==> src/rtl/imm_decode_stage.sv <==
// Immediate-decode pipeline stage: classifies each instruction, extends its immediate to XLEN,
// precomputes PC-relative targets, and buffers results in a two-entry valid/ready skid buffer.
module imm_decode_stage #(
  parameter int unsigned XLEN  = 32,
  parameter bit          F_EXT = 1'b1
) (
  input  logic            clk,
  input  logic            rst,
  input  logic            flush,
  input  logic            in_valid,
  output logic            in_ready,
  input  logic [31:0]     in_instr,
  input  logic [XLEN-1:0] in_pc,
  output logic            out_valid,
  input  logic            out_ready,
  output logic [31:0]     out_instr,
  output logic [XLEN-1:0] out_pc,
  output logic [XLEN-1:0] out_imm,
  output logic [2:0]      out_fmt,
  output logic [XLEN-1:0] out_target,
  output logic            out_illegal
);

  localparam int unsigned ILEN = 32;
  localparam int unsigned FW   = 3;

  localparam logic [FW-1:0] FMT_NONE  = 3'd0;
  localparam logic [FW-1:0] FMT_I     = 3'd1;
  localparam logic [FW-1:0] FMT_S     = 3'd2;
  localparam logic [FW-1:0] FMT_B     = 3'd3;
  localparam logic [FW-1:0] FMT_U     = 3'd4;
  localparam logic [FW-1:0] FMT_J     = 3'd5;
  localparam logic [FW-1:0] FMT_SHAMT = 3'd6;

  localparam logic [6:0] OP_LUI    = 7'b0110111;
  localparam logic [6:0] OP_AUIPC  = 7'b0010111;
  localparam logic [6:0] OP_JAL    = 7'b1101111;
  localparam logic [6:0] OP_JALR   = 7'b1100111;
  localparam logic [6:0] OP_LOAD   = 7'b0000011;
  localparam logic [6:0] OP_FLOAD  = 7'b0000111;
  localparam logic [6:0] OP_BRANCH = 7'b1100011;
  localparam logic [6:0] OP_STORE  = 7'b0100011;
  localparam logic [6:0] OP_FSTORE = 7'b0100111;
  localparam logic [6:0] OP_OPIMM  = 7'b0010011;
  localparam logic [6:0] OP_OP     = 7'b0110011;
  localparam logic [6:0] OP_OPFP   = 7'b1010011;

  typedef struct packed {
    logic [ILEN-1:0] instr;
    logic [XLEN-1:0] pc;
    logic [XLEN-1:0] imm;
    logic [FW-1:0]   fmt;
    logic [XLEN-1:0] target;
    logic            illegal;
  } entry_t;

  logic [ILEN-1:0] imm32;
  logic [5:0]      shamt;
  logic            pc_rel;
  entry_t          dec;

  entry_t main_q, main_d, skid_q, skid_d;
  logic   main_valid, main_valid_d, skid_valid, skid_valid_d;
  logic   in_ready_q, in_ready_d;
  logic   accept;

  // SHAMT width follows XLEN: 5 bits on RV32, 6 bits on RV64
  assign shamt = (XLEN == 64) ? in_instr[25:20] : {1'b0, in_instr[24:20]};

  // Opcode classification, immediate extraction and target precompute
  always_comb begin
    imm32       = '0;
    pc_rel      = 1'b0;
    dec.instr   = in_instr;
    dec.pc      = in_pc;
    dec.fmt     = FMT_NONE;
    dec.illegal = 1'b0;
    case (in_instr[6:0])
      OP_LUI: begin
        imm32   = {in_instr[31:12], 12'b0};
        dec.fmt = FMT_U;
      end
      OP_AUIPC: begin
        imm32   = {in_instr[31:12], 12'b0};
        dec.fmt = FMT_U;
        pc_rel  = 1'b1;
      end
      OP_JAL: begin
        imm32   = {{11{in_instr[31]}}, in_instr[31], in_instr[19:12], in_instr[20],
                   in_instr[30:21], 1'b0};
        dec.fmt = FMT_J;
        pc_rel  = 1'b1;
      end
      OP_JALR, OP_LOAD: begin
        imm32   = {{20{in_instr[31]}}, in_instr[31:20]};
        dec.fmt = FMT_I;
      end
      OP_FLOAD: begin
        if (F_EXT) begin
          imm32   = {{20{in_instr[31]}}, in_instr[31:20]};
          dec.fmt = FMT_I;
        end else begin
          dec.illegal = 1'b1;
        end
      end
      OP_BRANCH: begin
        imm32   = {{19{in_instr[31]}}, in_instr[31], in_instr[7], in_instr[30:25],
                   in_instr[11:8], 1'b0};
        dec.fmt = FMT_B;
        pc_rel  = 1'b1;
      end
      OP_STORE: begin
        imm32   = {{20{in_instr[31]}}, in_instr[31:25], in_instr[11:7]};
        dec.fmt = FMT_S;
      end
      OP_FSTORE: begin
        if (F_EXT) begin
          imm32   = {{20{in_instr[31]}}, in_instr[31:25], in_instr[11:7]};
          dec.fmt = FMT_S;
        end else begin
          dec.illegal = 1'b1;
        end
      end
      OP_OPIMM: begin
        if (in_instr[14:12] == 3'b001 || in_instr[14:12] == 3'b101) begin
          dec.fmt = FMT_SHAMT;
        end else begin
          imm32   = {{20{in_instr[31]}}, in_instr[31:20]};
          dec.fmt = FMT_I;
        end
      end
      OP_OP: begin
        dec.fmt = FMT_NONE;
      end
      OP_OPFP: begin
        dec.illegal = !F_EXT;
      end
      default: begin
        dec.illegal = 1'b1;
      end
    endcase

    if (dec.fmt == FMT_SHAMT) begin
      dec.imm = XLEN'(shamt);
    end else begin
      dec.imm = XLEN'($signed(imm32));
    end
    dec.target = pc_rel ? (in_pc + dec.imm) : '0;
  end

  assign accept = in_valid && in_ready_q;

  // Skid-buffer next state; flush wins over every other update
  always_comb begin
    main_d       = main_q;
    skid_d       = skid_q;
    main_valid_d = main_valid;
    skid_valid_d = skid_valid;
    if (flush) begin
      main_valid_d = 1'b0;
      skid_valid_d = 1'b0;
    end else if (!main_valid || out_ready) begin
      if (skid_valid) begin
        main_d       = skid_q;
        main_valid_d = 1'b1;
        skid_valid_d = 1'b0;
      end else if (accept) begin
        main_d       = dec;
        main_valid_d = 1'b1;
      end else begin
        main_valid_d = 1'b0;
      end
    end else if (accept) begin
      skid_d       = dec;
      skid_valid_d = 1'b1;
    end
    in_ready_d = !skid_valid_d;
  end

  always_ff @(posedge clk) begin
    if (rst) begin
      main_q     <= '0;
      skid_q     <= '0;
      main_valid <= 1'b0;
      skid_valid <= 1'b0;
      in_ready_q <= 1'b0;
    end else begin
      main_q     <= main_d;
      skid_q     <= skid_d;
      main_valid <= main_valid_d;
      skid_valid <= skid_valid_d;
      in_ready_q <= in_ready_d;
    end
  end

  assign in_ready    = in_ready_q;
  assign out_valid   = main_valid;
  assign out_instr   = main_q.instr;
  assign out_pc      = main_q.pc;
  assign out_imm     = main_q.imm;
  assign out_fmt     = main_q.fmt;
  assign out_target  = main_q.target;
  assign out_illegal = main_q.illegal;

endmodule

==> config.mk <==
export PLATFORM = sky130hd
export DESIGN_NAME = imm_decode_stage
export DESIGN_NICKNAME = d
export VERILOG_FILES = /design/src/rtl/imm_decode_stage.sv
export SDC_FILE = /design/constraint.sdc
export NUM_CORES = 1
export LEC_CHECK = 0
export BUFFER_PORTS_ARGS = -buffer_cell sky130_fd_sc_hd__buf_2
export CORE_AREA = 8 8 165 167
export CTS_BUF_LIST = sky130_fd_sc_hd__clkbuf_4 sky130_fd_sc_hd__clkbuf_8
export CTS_CLUSTER_SIZE = 40
export DETAILED_ROUTE_END_ITERATION = 7
export DIE_AREA = 0 0 173 175
export PLACE_DENSITY = 0.77
export SYNTH_ARGS = -nofsm -noshare
export SYNTH_HDL_FRONTEND = slang
export SYNTH_SLANG_ARGS = --single-unit
==> constraint.sdc <==
create_clock -name clk -period 3.65 [get_ports clk]
set_input_delay 0.5475 -clock clk [delete_from_list [all_inputs] [get_ports clk]]
set_output_delay 0.5475 -clock clk [all_outputs]
set_load 0.01 [all_outputs]
==> results of run 1 <==
-- power groups by stage --
stage / Clock (mW) / Sequential [mW] / Combinational [mW]
after global placement: 0 / 3.07 / 0.727
after floorplan: 0 / 3.10 / 0.368
after CTS: 2.92 / 3.01 / 0.740
final: 2.87 / 3.01 / 0.750
after detailed placement: 0 / 3.08 / 0.734
after global routing: 3.04 / 3.02 / 0.815
-- kinds of logic after synthesis --
family | synth area share
xor+xnor | 0.0206
fa+ha+maj | 0.0340
simple gates | 0.196
mux | 0.0574
compound gates | 0.222
flops | 0.419
buf+inv | 0.0511
-- layout make-up --
class	instances	area share
clock inverter	6	0.00405
tap	330	0.0257
clock buffer	73	0.0571
sequential	267	0.333
inverter	39	0.00911
multi-input combinational	1166	0.432
timing repair buffer	356	0.140
-- worst min-delay path by stage --
| stage | start | end | slack (ns) | depth (start not counted) |
|---|---|---|---|---|
| 2_1_floorplan | skid_q[32] | skid_q[32] | 0.43 | 2 |
| 3_3_place_gp | out_imm[21] | out_imm[21] | 0.44 | 2 |
| 3_5_place_dp | out_imm[26] | out_imm[26] | 0.44 | 2 |
| 4_1_cts | in_pc[26] | skid_q[94] | 0.24 | 3 |
| 5_1_grt | in_pc[26] | skid_q[94] | 0.26 | 3 |
| 6_report | in_pc[26] | skid_q[94] | 0.26 | 3 |
-- sequential cells by signal (all words and copies together) (netlist names) --
signal / count
in_ready: 1
out_instr: 32
skid_q: 132
out_valid: 1
out_illegal: 1
out_target: 32
skid_valid: 1
out_imm: 32
out_pc: 32
out_fmt: 3
-- through the flow --
stage	setup WS, ns	hold slack (ns)	total power, mW	cells
after floorplan	0.000669	0.432	3.47	1600
after global placement	-0.503	0.436	3.80	2156
after detailed placement	-0.555	0.444	3.81	2156
after CTS	0.0260	0.243	6.67	2235
after global routing	-0.0132	0.259	6.88	2237
final	0.229	0.264	6.64	2237
-- worst max-delay path: stages --
cell	delay [ns]
clkbuf_4	0.17
nor2b_2	0.18
nand2_1	0.10
nor3_4	0.06
a21oi_1	0.11
buf_4	0.14
nand2_2	0.09
a22oi_2	0.26
inv_1	0.07
ha_1	0.27
nand3_1	0.12
a2111oi_2	0.43
nor2_1	0.15
a21oi_2	0.20
or4b_4	0.16
a31oi_4	0.10
o41ai_4	0.29
mux2i_1	0.26
a211oi_2	0.09
-- placed cells by master (no fill, tap or decap), types with 17 or more instances in the layout --
cell      Yosys  routed
inv_1        39      39
nor3_1       33      30
buf_4         3     149
dfxtp_1     267     266
nand2_1     267     264
o21ai_0      57      56
a21oi_1     187     175
mux2i_1      72      72
a21o_1       17      17
nor2_1      196     195
ha_1         33      29
clkbuf_8      0      60
buf_2        10     199
a211oi_1     98      98
-- what timing repair did --
action / 4_1_cts / 5_1_grt
setup endpoints to repair: 0 / 37
buffers inserted: 0 / 2
resized for setup: 0 / 21
-- layer usage --
layer  vias up  share of wire  wire length, um  GRT usage
li1       6123              -                -          -
met1      5781           0.45            17600      0.328
met2       418           0.46            17800      0.394
met3        73          0.069             2690     0.0518
met4         0          0.025              962     0.0737
met5         -              0                0          0
==> metrics.csv, run 1 <==
stage,metric,value,unit
synth,share of the synthesized area in the top cell type,0.419,
min_path,Hold Path Class,input port to flop,
status,status,"complete, no violations",
synth,Syn Nets,1703,
synth,list of most frequent post-synthesis cells,"dfxtp_1 (267), nand2_1 (267), nor2_1 (196), a21oi_1 (187), clkbuf_1 (101)",
timing,clock skew,0.0136,ns
worst_setup_path,crit path from,in_instr[5],
worst_setup_path,Worst Setup Start Kind,input port,
clock_tree,Worst-Skew Late Latency,0.56,ns
timing,final-report hold violation count,0,
timing,RSZ-0062 raised after global routing,true,
floorplan,full die area,0.0303,mm^2
synth,Synthesis Warnings,0,
clock_tree,Max clock buf depth,3,
synth,"Distinct cells, synth",69,
floorplan,core box area,0.0247,mm^2
power_and_ir_drop,Leak,6.67,nW
floorplan,Site Rows,58,
timing,Final setup viols,0,
detailed_routing,DR vias/cell,5.54,
worst_setup_path,critical path class,input port to flop,
clock_tree,number of buffers created by CTS,45,
synth,Post-synth EDFFs,0,
run,number of max-cap violations,0,
detailed_routing,Iteration-0 DRC Markers,1081,
placement,DP Area,0.0150,mm^2
clock_tree,TritonCTS clock tree,yes,
layout,share of layout cells above drive strength 1,0.261,
layout,design area,0.0161,mm^2
floorplan,Die X,173,um
global_route,Global Route Usage Sum,0.246,
clock_tree,H-tree Lvls,2,
detailed_routing,Pre-Repair DR Iteration Count,6,
clock_tree,Clock transition at path regs,0.07,ns
power_and_ir_drop,sw frac,0.255,
layout,final net count,1978,
timing,setup TNS,0,ns
layout,area grow syn2layout,26.1,%
worst_setup_path,CP endpoint kind,flop,
clock_tree,clock root cell,clkbuf_8,
global_route,Congestion Overflow GR,0,
power_and_ir_drop,VDD IR max,0.000318,V
worst_setup_path,Register-to-Register Setup Slack,1.40,ns
timing,Slew HR,0.285,
global_route,number of global-route vias before repair,11748,
worst_setup_path,path depth of the worst reg2reg path,6,
layout,ant diodes,0,
global_route,initial antenna violation count,0,
synth,Syn Area/Cell,7.97,um^2
power_and_ir_drop,Clk network pwr share,0.433,
global_route,global-route wire length before repair,62100,um
worst_setup_path,CP required,4.06,ns
synth,"FF+latch count, synth",267,
synth,"Seq/Total Area, Yosys",0.419,
timing,Tmin final,3.42,ns
worst_setup_path,Crit Path Max Fanout,11,
clock_tree,Hold Buf Count CTS,0,
placement,Post-DP HPWL,27500,um
synth,Post-synth ARST share,0,
floorplan,IO Pins,203,
layout,FF+latch area,0.00535,mm^2
detailed_routing,wire length per cell,17.5,um
power_and_ir_drop,Psw,1.69,mW
power_and_ir_drop,Internal Power,4.94,mW
global_route,largest net degree at the start of global routing,189,
timing,achievable frequency,0.292,GHz
placement,Port Buf Inserts,202,
clock_tree,TritonCTS Sinks,267,
timing,final cycle utilization of the critical path,0.937,
power_and_ir_drop,part of the power in registers,0.454,
detailed_routing,remaining antenna violation count,0,
power_and_ir_drop,Power Density,413,mW/mm^2
synth,ys flop type,dfxtp_1,
worst_setup_path,Worst Setup EP,out_target[29],
layout,# fillers,2130,
synth,Gate Count Post-Synth,1600,
worst_setup_path,worst reg2reg startpoint,in_ready,
placement,Routability Congestion,0.914,
layout,"Core Util, Final",0.651,
detailed_routing,final WL,39000,um
worst_setup_path,RR Endpoint,out_instr[27],
worst_setup_path,crit path DAT,3.83,ns
power_and_ir_drop,combinational share of power,0.113,
synth,main area contributors after synthesis,"dfxtp_1 (42%), nand2_1 (7.9%), a21oi_1 (7.3%)",
layout,Multi-input gate area,0.00694,mm^2
floorplan,Initial Util,0.517,
detailed_routing,DRC,0,
floorplan,Die H,175,um
timing,Final Max Tran Viols,0,
timing,worst-margin pin slew,1.07,ns
detailed_routing,routed vias,12395,
synth,synthesized area,0.0127,mm^2
synth,"area leader, netlist",dfxtp_1,
Power figures use the tool's default switching activity.
==> run 2, diff against run 1 <==
--- a/config.mk
+++ b/config.mk
@@ -6,11 +6,11 @@
 export NUM_CORES = 1
 export LEC_CHECK = 0
 export BUFFER_PORTS_ARGS = -buffer_cell sky130_fd_sc_hd__buf_2
-export CORE_AREA = 8 8 165 167
+export CORE_AREA = 2 2 159 161
 export CTS_BUF_LIST = sky130_fd_sc_hd__clkbuf_4 sky130_fd_sc_hd__clkbuf_8
 export CTS_CLUSTER_SIZE = 40
 export DETAILED_ROUTE_END_ITERATION = 7
-export DIE_AREA = 0 0 173 175
+export DIE_AREA = 0 0 161 163
 export PLACE_DENSITY = 0.77
 export SYNTH_ARGS = -nofsm -noshare
 export SYNTH_HDL_FRONTEND = slang
==> constraint.sdc (replaced) <==
create_clock -name clk -period 3.05 [get_ports clk]
set_input_delay 0.4575 -clock clk [delete_from_list [all_inputs] [get_ports clk]]
set_output_delay 0.4575 -clock clk [all_outputs]
set_load 0.01 [all_outputs]
==> metrics.csv, run 2 (same netlist as run 1, synthesis figures left out) <==
stage,metric,value,unit,change
status,status,"complete, but fails checks",,"was complete, no violations"
status,failing checks,negative setup slack,,
clock_tree,number of buffers created by CTS,46,,was 45
timing,Slew HR,0.179,,was 0.285
detailed_routing,Iteration-0 DRC Markers,1108,,"was 1,081"
detailed_routing,remaining antenna violation count,0,,unchanged
timing,Final setup viols,24,,was 0
layout,design area,0.0175,mm^2,was 0.0161 mm^2
floorplan,Initial Util,0.517,,unchanged
floorplan,full die area,0.0262,mm^2,was 0.0303 mm^2
global_route,met2 usage,0.471,,was 0.394
layout,max reg flops,132,,unchanged
placement,Routability Congestion,0.936,,was 0.914
global_route,initial antenna violation count,0,,unchanged
layout,final net count,2047,,"was 1,978"
floorplan,Site Rows,58,,unchanged
placement,Post-DP HPWL,27200,um,"was 27,500 um"
power_and_ir_drop,Internal Power,6.20,mW,was 4.94 mW
min_path,Hold Path Class,input port to flop,,unchanged
timing,RSZ-0062 raised after global routing,true,,unchanged
timing,achievable frequency,0.301,GHz,
layout,"commonest non-fill, non-tap cells in the layout","dfxtp_1 (266), nand2_1 (257), buf_4 (206)",,"was dfxtp_1 (266), nand2_1 (264), buf_2 (199)"
clock_tree,TritonCTS Sinks,267,,unchanged
floorplan,Die X,161,um,was 173 um
detailed_routing,wire length per cell,17.6,um,was 17.5 um
layout,Top reg by flops,skid_q,,unchanged
placement,DP Area,0.0155,mm^2,was 0.0150 mm^2
layout,Post-Layout Cell Count,2308,,"was 2,237"
detailed_routing,final WL,40500,um,"was 39,000 um"
power_and_ir_drop,Clk network pwr share,0.439,,was 0.433
power_and_ir_drop,Leak,7.24,nW,was 6.67 nW
min_path,Hold Startpoint,in_instr[5],,was in_pc[26]
floorplan,Die H,163,um,was 175 um
power_and_ir_drop,VDD IR max,0.000311,V,was 0.000318 V
clock_tree,Hold Buf Count CTS,0,,unchanged
layout,share of layout cells above drive strength 1,0.337,,was 0.261
timing,setup TNS,-2.63,ns,was 0 ns
min_path,Hold Path Sink,skid_q[105],,was skid_q[94]
worst_setup_path,Register-to-Register Setup Slack,0.92,ns,was 1.40 ns
global_route,Congestion Overflow GR,0,,unchanged
timing,clock skew,0.0192,ns,was 0.0136 ns
global_route,number of global-route vias before repair,12112,,"was 11,748"
global_route,Global Route Usage Sum,0.293,,was 0.246
worst_setup_path,CP required,3.53,ns,was 4.06 ns
global_route,GRT met1 Usage,0.399,,was 0.328
global_route,GR Util met3,0.0430,,was 0.0518
timing,Final Max Tran Viols,0,,unchanged
power_and_ir_drop,part of the power in registers,0.434,,was 0.454
worst_setup_path,RR Endpoint,out_target[29],,was out_instr[27]
clock_tree,Max clock buf depth,3,,unchanged
timing,worst-margin pin slew,1.23,ns,was 1.07 ns
layout,"Core Util, Final",0.710,,was 0.651
timing,final cycle utilization of the critical path,1.09,,
worst_setup_path,critical path class,input port to flop,,unchanged
global_route,largest net degree at the start of global routing,189,,unchanged
floorplan,IO Pins,203,,unchanged
global_route,busiest metal layer after global routing,met2,,unchanged
detailed_routing,DRC,0,,unchanged
run,number of max-cap violations,0,,unchanged
placement,Port Buf Inserts,202,,unchanged
power_and_ir_drop,sw frac,0.254,,was 0.255
min_path,hold path depth,3,,unchanged
detailed_routing,routed vias,12989,,"was 12,395"
layout,"commonest non-fill, non-tap cell in the layout",dfxtp_1,,unchanged
timing,final setup margin,-0.275,ns,was 0.229 ns
floorplan,core box area,0.0247,mm^2,unchanged
global_route,global-route wire length before repair,62500,um,"was 62,100 um"
clock_tree,H-tree Lvls,2,,unchanged
timing,final-report hold violation count,0,,unchanged
timing,Min Hold Slack,0.166,ns,was 0.264 ns
power_and_ir_drop,Psw,2.12,mW,was 1.69 mW
detailed_routing,Pre-Repair DR Iteration Count,8,,was 6
worst_setup_path,Worst Setup Start Kind,input port,,unchanged
worst_setup_path,Crit Path Max Fanout,6,,was 11
clock_tree,Clock transition at path regs,0.06,ns,was 0.07 ns
clock_tree,TritonCTS clock tree,yes,,unchanged
placement,Inst Count DP,2186,,"was 2,156"
layout,area grow syn2layout,37.4,%,was 26.1%
power_and_ir_drop,combinational share of power,0.128,,was 0.113
layout,ant diodes,0,,unchanged
worst_setup_path,worst reg2reg startpoint,skid_valid,,was in_ready
timing,Tmin final,3.33,ns,
worst_setup_path,CP endpoint kind,flop,,unchanged
clock_tree,Worst-Skew Late Latency,0.57,ns,was 0.56 ns
clock_tree,clock root cell,clkbuf_8,,unchanged
detailed_routing,DR vias/cell,5.63,,was 5.54
power_and_ir_drop,Power Density,475,mW/mm^2,was 413 mW/mm^2
worst_setup_path,crit path DAT,3.80,ns,was 3.83 ns
worst_setup_path,path depth of the worst reg2reg path,5,,was 6
## run 2: changes by cell type in the layout (fill, tap and decap cells not counted), sizes merged
cell	delta
buf	+70
bufinv	+2
clkinvlp	+1
inv	-2
## run 2: power by group through the flow
stage	logic [mW]	clock network (mW)	registers, mW
2_1_floorplan	0.467	0	3.71
3_3_place_gp	0.921	0	3.68
3_5_place_dp	0.934	0	3.68
4_1_cts	0.999	3.70	3.61
5_1_grt	1.14	3.87	3.61
6_report	1.06	3.65	3.61
## run 2: routing by layer
metal	vias to the layer above	wire length [um]
li1	6246	-
met1	6142	17400
met2	515	19200
met3	86	2670
met4	0	1290
met5	-	0
## run 2: critical path: stages
cell and delay [ns]:
buf_6 0.09, nor2b_4 0.13, nor4_4 0.25, o21bai_1 0.16, a21oi_2 0.10, buf_4 0.16, nand2b_4 0.18, nand2_4 0.09
inv_2 0.08, ha_4 0.21, nand4_1 0.15, o22ai_2 0.14, nor2_2 0.17, a21oi_2 0.08, or4b_4 0.54, a31oi_4 0.23
xor2_2 0.12, o31a_1 0.27, nor3_2 0.18
## run 2: worst max-delay path by stage
stage | cells past startpoint | slack [ns] | startpoint | endpoint
floorplan | 18 | -0.40 | in_instr[6] | out_target[21]
global placement | 17 | -0.84 | in_instr[6] | out_target[27]
detailed placement | 16 | -0.93 | in_instr[6] | out_target[21]
CTS | 18 | -0.13 | in_instr[12] | out_target[24]
global route | 20 | -0.36 | in_instr[12] | skid_q[26]
finish | 19 | -0.28 | in_instr[12] | out_target[21]
## run 2: timing repair
| item | in CTS | in global routing |
|---|---|---|
| endpoints found under the setup margin | 38 | 43 |
| gates cloned | 1 | 0 |
| pin swaps | 47 | 42 |
| setup buffers | 23 | 20 |
| resized for setup | 80 | 61 |
## run 2: cell type report
type	count	area [um^2]
Clock inverter	7	113
Tap cell	330	413
Inverter	39	146
Sequential cell	267	5350
Clock buffer	75	932
Fill cell	1852	7160
Timing Repair Buffer	424	2890
Multi-Input combinational cell	1166	7680
## run 2: per-stage QoR
stage	total power [mW]	setup WS, ns
floorplan	4.18	-0.396
global placement	4.60	-0.836
detailed placement	4.61	-0.926
CTS	8.30	-0.133
global route	8.62	-0.360
finish	8.32	-0.275
==> run 3, diff against run 2 <==
--- a/config.mk
+++ b/config.mk
@@ -6,11 +6,11 @@
 export NUM_CORES = 1
 export LEC_CHECK = 0
 export BUFFER_PORTS_ARGS = -buffer_cell sky130_fd_sc_hd__buf_2
-export CORE_AREA = 2 2 159 161
+export CORE_AREA = 2 2 156 158
 export CTS_BUF_LIST = sky130_fd_sc_hd__clkbuf_4 sky130_fd_sc_hd__clkbuf_8
 export CTS_CLUSTER_SIZE = 40
 export DETAILED_ROUTE_END_ITERATION = 7
-export DIE_AREA = 0 0 161 163
+export DIE_AREA = 0 0 158 160
 export PLACE_DENSITY = 0.77
 export SYNTH_ARGS = -nofsm -noshare
 export SYNTH_HDL_FRONTEND = slang
==> constraint.sdc (replaced) <==
create_clock -name clk -period 4.3 [get_ports clk]
set_input_delay 0.645 -clock clk [delete_from_list [all_inputs] [get_ports clk]]
set_output_delay 0.645 -clock clk [all_outputs]
set_load 0.01 [all_outputs]
==> metrics.csv, run 3 (same netlist as run 1, synthesis figures left out) <==
stage,metric,value,unit,change
status,status,"complete, no violations",,"was complete, but fails checks"
timing,RSZ-0062 raised after global routing,false,,was true
run,number of max-cap violations,0,,unchanged
detailed_routing,remaining antenna violation count,0,,unchanged
floorplan,Die X,158,um,was 161 um
clock_tree,Hold Buf Count CTS,0,,unchanged
timing,achievable frequency,0.257,GHz,
clock_tree,TritonCTS Sinks,267,,unchanged
min_path,Hold Path Class,input port to flop,,unchanged
clock_tree,TritonCTS clock tree,yes,,unchanged
global_route,Global Route Usage Sum,0.275,,was 0.293
detailed_routing,Pre-Repair DR Iteration Count,5,,was 8
placement,Port Buf Inserts,202,,unchanged
power_and_ir_drop,Leak,6.14,nW,was 7.24 nW
layout,ant diodes,0,,unchanged
timing,final-report hold violation count,0,,unchanged
layout,final net count,1878,,"was 2,047"
timing,final setup margin,0.408,ns,was -0.275 ns
detailed_routing,routed vias,12003,,"was 12,989"
worst_setup_path,Worst Setup Start Kind,input port,,unchanged
worst_setup_path,CP Cell Sequence,buf_2 > nor2b_1 > nand2_1 > nor3_2 > a21oi_1 > buf_4 > nand2b_1 > nand2_1 > inv_1 > ha_1 > a21oi_1 > o22ai_1 > nor2_1 > a21oi_2 > or4b_4 > a31oi_4 > xor2_1 > o31a_1 > nor3_1,,was buf_6 > nor2b_4 > nor4_4 > o21bai_1 > a21oi_2 > buf_4 > nand2b_4 > nand2_4 > inv_2 > ha_4 > nand4_1 > o22ai_2 > nor2_2 > a21oi_2 > or4b_4 > a31oi_4 > xor2_2 > o31a_1 > nor3_2
clock_tree,Post-CTS Setup Inserts,0,,was 23
timing,Final setup viols,0,,was 24
global_route,number of global-route vias before repair,10825,,"was 12,112"
power_and_ir_drop,Internal Power,4.15,mW,was 6.20 mW
power_and_ir_drop,part of the power in registers,0.461,,was 0.434
floorplan,Die H,160,um,was 163 um
detailed_routing,DRC,0,,unchanged
timing,Min Hold Slack,0.363,ns,was 0.166 ns
worst_setup_path,Crit Path Max Fanout,12,,was 6
detailed_routing,final WL,36000,um,"was 40,500 um"
floorplan,Site Rows,57,,was 58
detailed_routing,Iteration-0 DRC Markers,894,,"was 1,108"
layout,area grow syn2layout,18.8,%,was 37.4%
placement,Post-DP HPWL,24400,um,"was 27,200 um"
detailed_routing,wire length per cell,16.9,um,was 17.6 um
layout,"commonest non-fill, non-tap cells in the layout","nand2_1 (266), dfxtp_1 (266), buf_2 (201)",,"was dfxtp_1 (266), nand2_1 (257), buf_4 (206)"
global_route,Congestion Overflow GR,0,,unchanged
global_route,initial antenna violation count,0,,unchanged
layout,"Core Util, Final",0.636,,was 0.710
global_route,largest net degree at the start of global routing,189,,unchanged
placement,pre-CTS WS,-0.0414,ns,was -0.926 ns
power_and_ir_drop,combinational share of power,0.103,,was 0.128
clock_tree,Worst-Skew Late Latency,0.54,ns,was 0.57 ns
clock_tree,post-cts sizing count,0,,was 80
floorplan,full die area,0.0253,mm^2,was 0.0262 mm^2
worst_setup_path,Crit-path slowest cell,or4b_4,,unchanged
clock_tree,Max clock buf depth,3,,unchanged
floorplan,IO Pins,203,,unchanged
clock_tree,H-tree Lvls,2,,unchanged
layout,max reg flops,132,,unchanged
timing,final cycle utilization of the critical path,0.905,,
clock_tree,Clock transition at path regs,0.06,ns,about the same
power_and_ir_drop,sw frac,0.251,,was 0.254
worst_setup_path,worst stage delay on the critical path,0.54,ns,about the same
clock_tree,clock root cell,clkbuf_8,,unchanged
detailed_routing,DR vias/cell,5.64,,was 5.63
power_and_ir_drop,Tot Pwr,5.55,mW,was 8.32 mW
floorplan,Initial Util,0.535,,was 0.517
worst_setup_path,CP endpoint kind,flop,,unchanged
timing,Tmin final,3.89,ns,
clock_tree,number of buffers created by CTS,45,,was 46
worst_setup_path,critical path class,input port to flop,,unchanged
timing,clock skew,0.0115,ns,was 0.0192 ns
power_and_ir_drop,Power Density,366,mW/mm^2,was 475 mW/mm^2
layout,Top reg by flops,skid_q,,unchanged
global_route,global-route wire length before repair,56300,um,"was 62,500 um"
timing,Final Max Tran Viols,0,,unchanged
worst_setup_path,crit path DAT,4.35,ns,was 3.80 ns
timing,Slew HR,0.202,,was 0.179
layout,Post-Layout Cell Count,2130,,"was 2,308"
placement,Inst Count DP,2052,,"was 2,186"
power_and_ir_drop,VDD IR max,0.000249,V,was 0.000311 V
power_and_ir_drop,Clk network pwr share,0.436,,was 0.439
layout,share of layout cells above drive strength 1,0.202,,was 0.337
layout,# fillers,2105,,"was 1,852"
floorplan,core box area,0.0238,mm^2,was 0.0247 mm^2
worst_setup_path,CP required,4.76,ns,was 3.53 ns
timing,worst-margin pin slew,1.20,ns,was 1.23 ns
power_and_ir_drop,Psw,1.39,mW,was 2.12 mW
placement,Routability Congestion,0.952,,was 0.936
## run 3: cell types whose count changed in the layout (fill, tap and decap cells not counted), sizes merged
cell	change
buf	-168
clkbuf	-7
clkinv	+3
bufinv	-1
clkinvlp	+1
## run 3: cell type report
class | instances | area (um^2) | area share
clock buffers | 68 | 873 | 0.0577
inverters | 39 | 146 | 0.00967
repair buffers | 256 | 1500 | 0.0990
clock inverters | 10 | 105 | 0.00694
well taps | 324 | 405 | 0.0268
flip-flops and latches | 267 | 5350 | 0.353
multi-input cells | 1166 | 6770 | 0.447
## run 3: layer usage
layer,up-vias,global-route usage,part of all wire
met5,-,0,0
met4,0,0.0950,0.029
met3,81,0.0562,0.078
met2,437,0.422,0.46
met1,5570,0.387,0.44
li1,5915,-,-
## run 3: critical path: cells and delay by family
kind	cells	cell delay, ns
AOI/OAI and AO/OA	6	1.04
xor gates and xnor gates	1	0.13
adders and majority gates	1	0.25
buffers and inverters	3	0.45
and+or+nand+nor	8	1.83
## run 3: path summary, 6_finish.rpt
kind                                   from        endpoint  slack, ns  cells after the start
worst min-delay path                  flush      skid_valid       0.36                      2
worst min register to register  out_imm[21]     out_imm[21]       0.45                      2
worst max register to register   skid_valid  out_target[28]       2.07                      7
worst max-delay path            in_instr[5]  out_target[21]       0.41                     19
## run 3: per-stage QoR
step	instance area, um^2	TNS, ns
2_1_floorplan	12700	0
3_3_place_gp	14200	0
3_5_place_dp	14200	-0.0414
4_1_cts	15100	0
5_1_grt	15100	0
6_report	15100	0
## run 3: power groups by stage
| stage | clock network [mW] | logic (mW) | registers (mW) |
|---|---|---|---|
| 6_report | 2.42 | 0.569 | 2.56 |
| 5_1_grt | 2.58 | 0.616 | 2.56 |
| 4_1_cts | 2.47 | 0.562 | 2.56 |
| 3_5_place_dp | 0 | 0.558 | 2.61 |
| 3_3_place_gp | 0 | 0.550 | 2.61 |
| 2_1_floorplan | 0 | 0.306 | 2.63 |
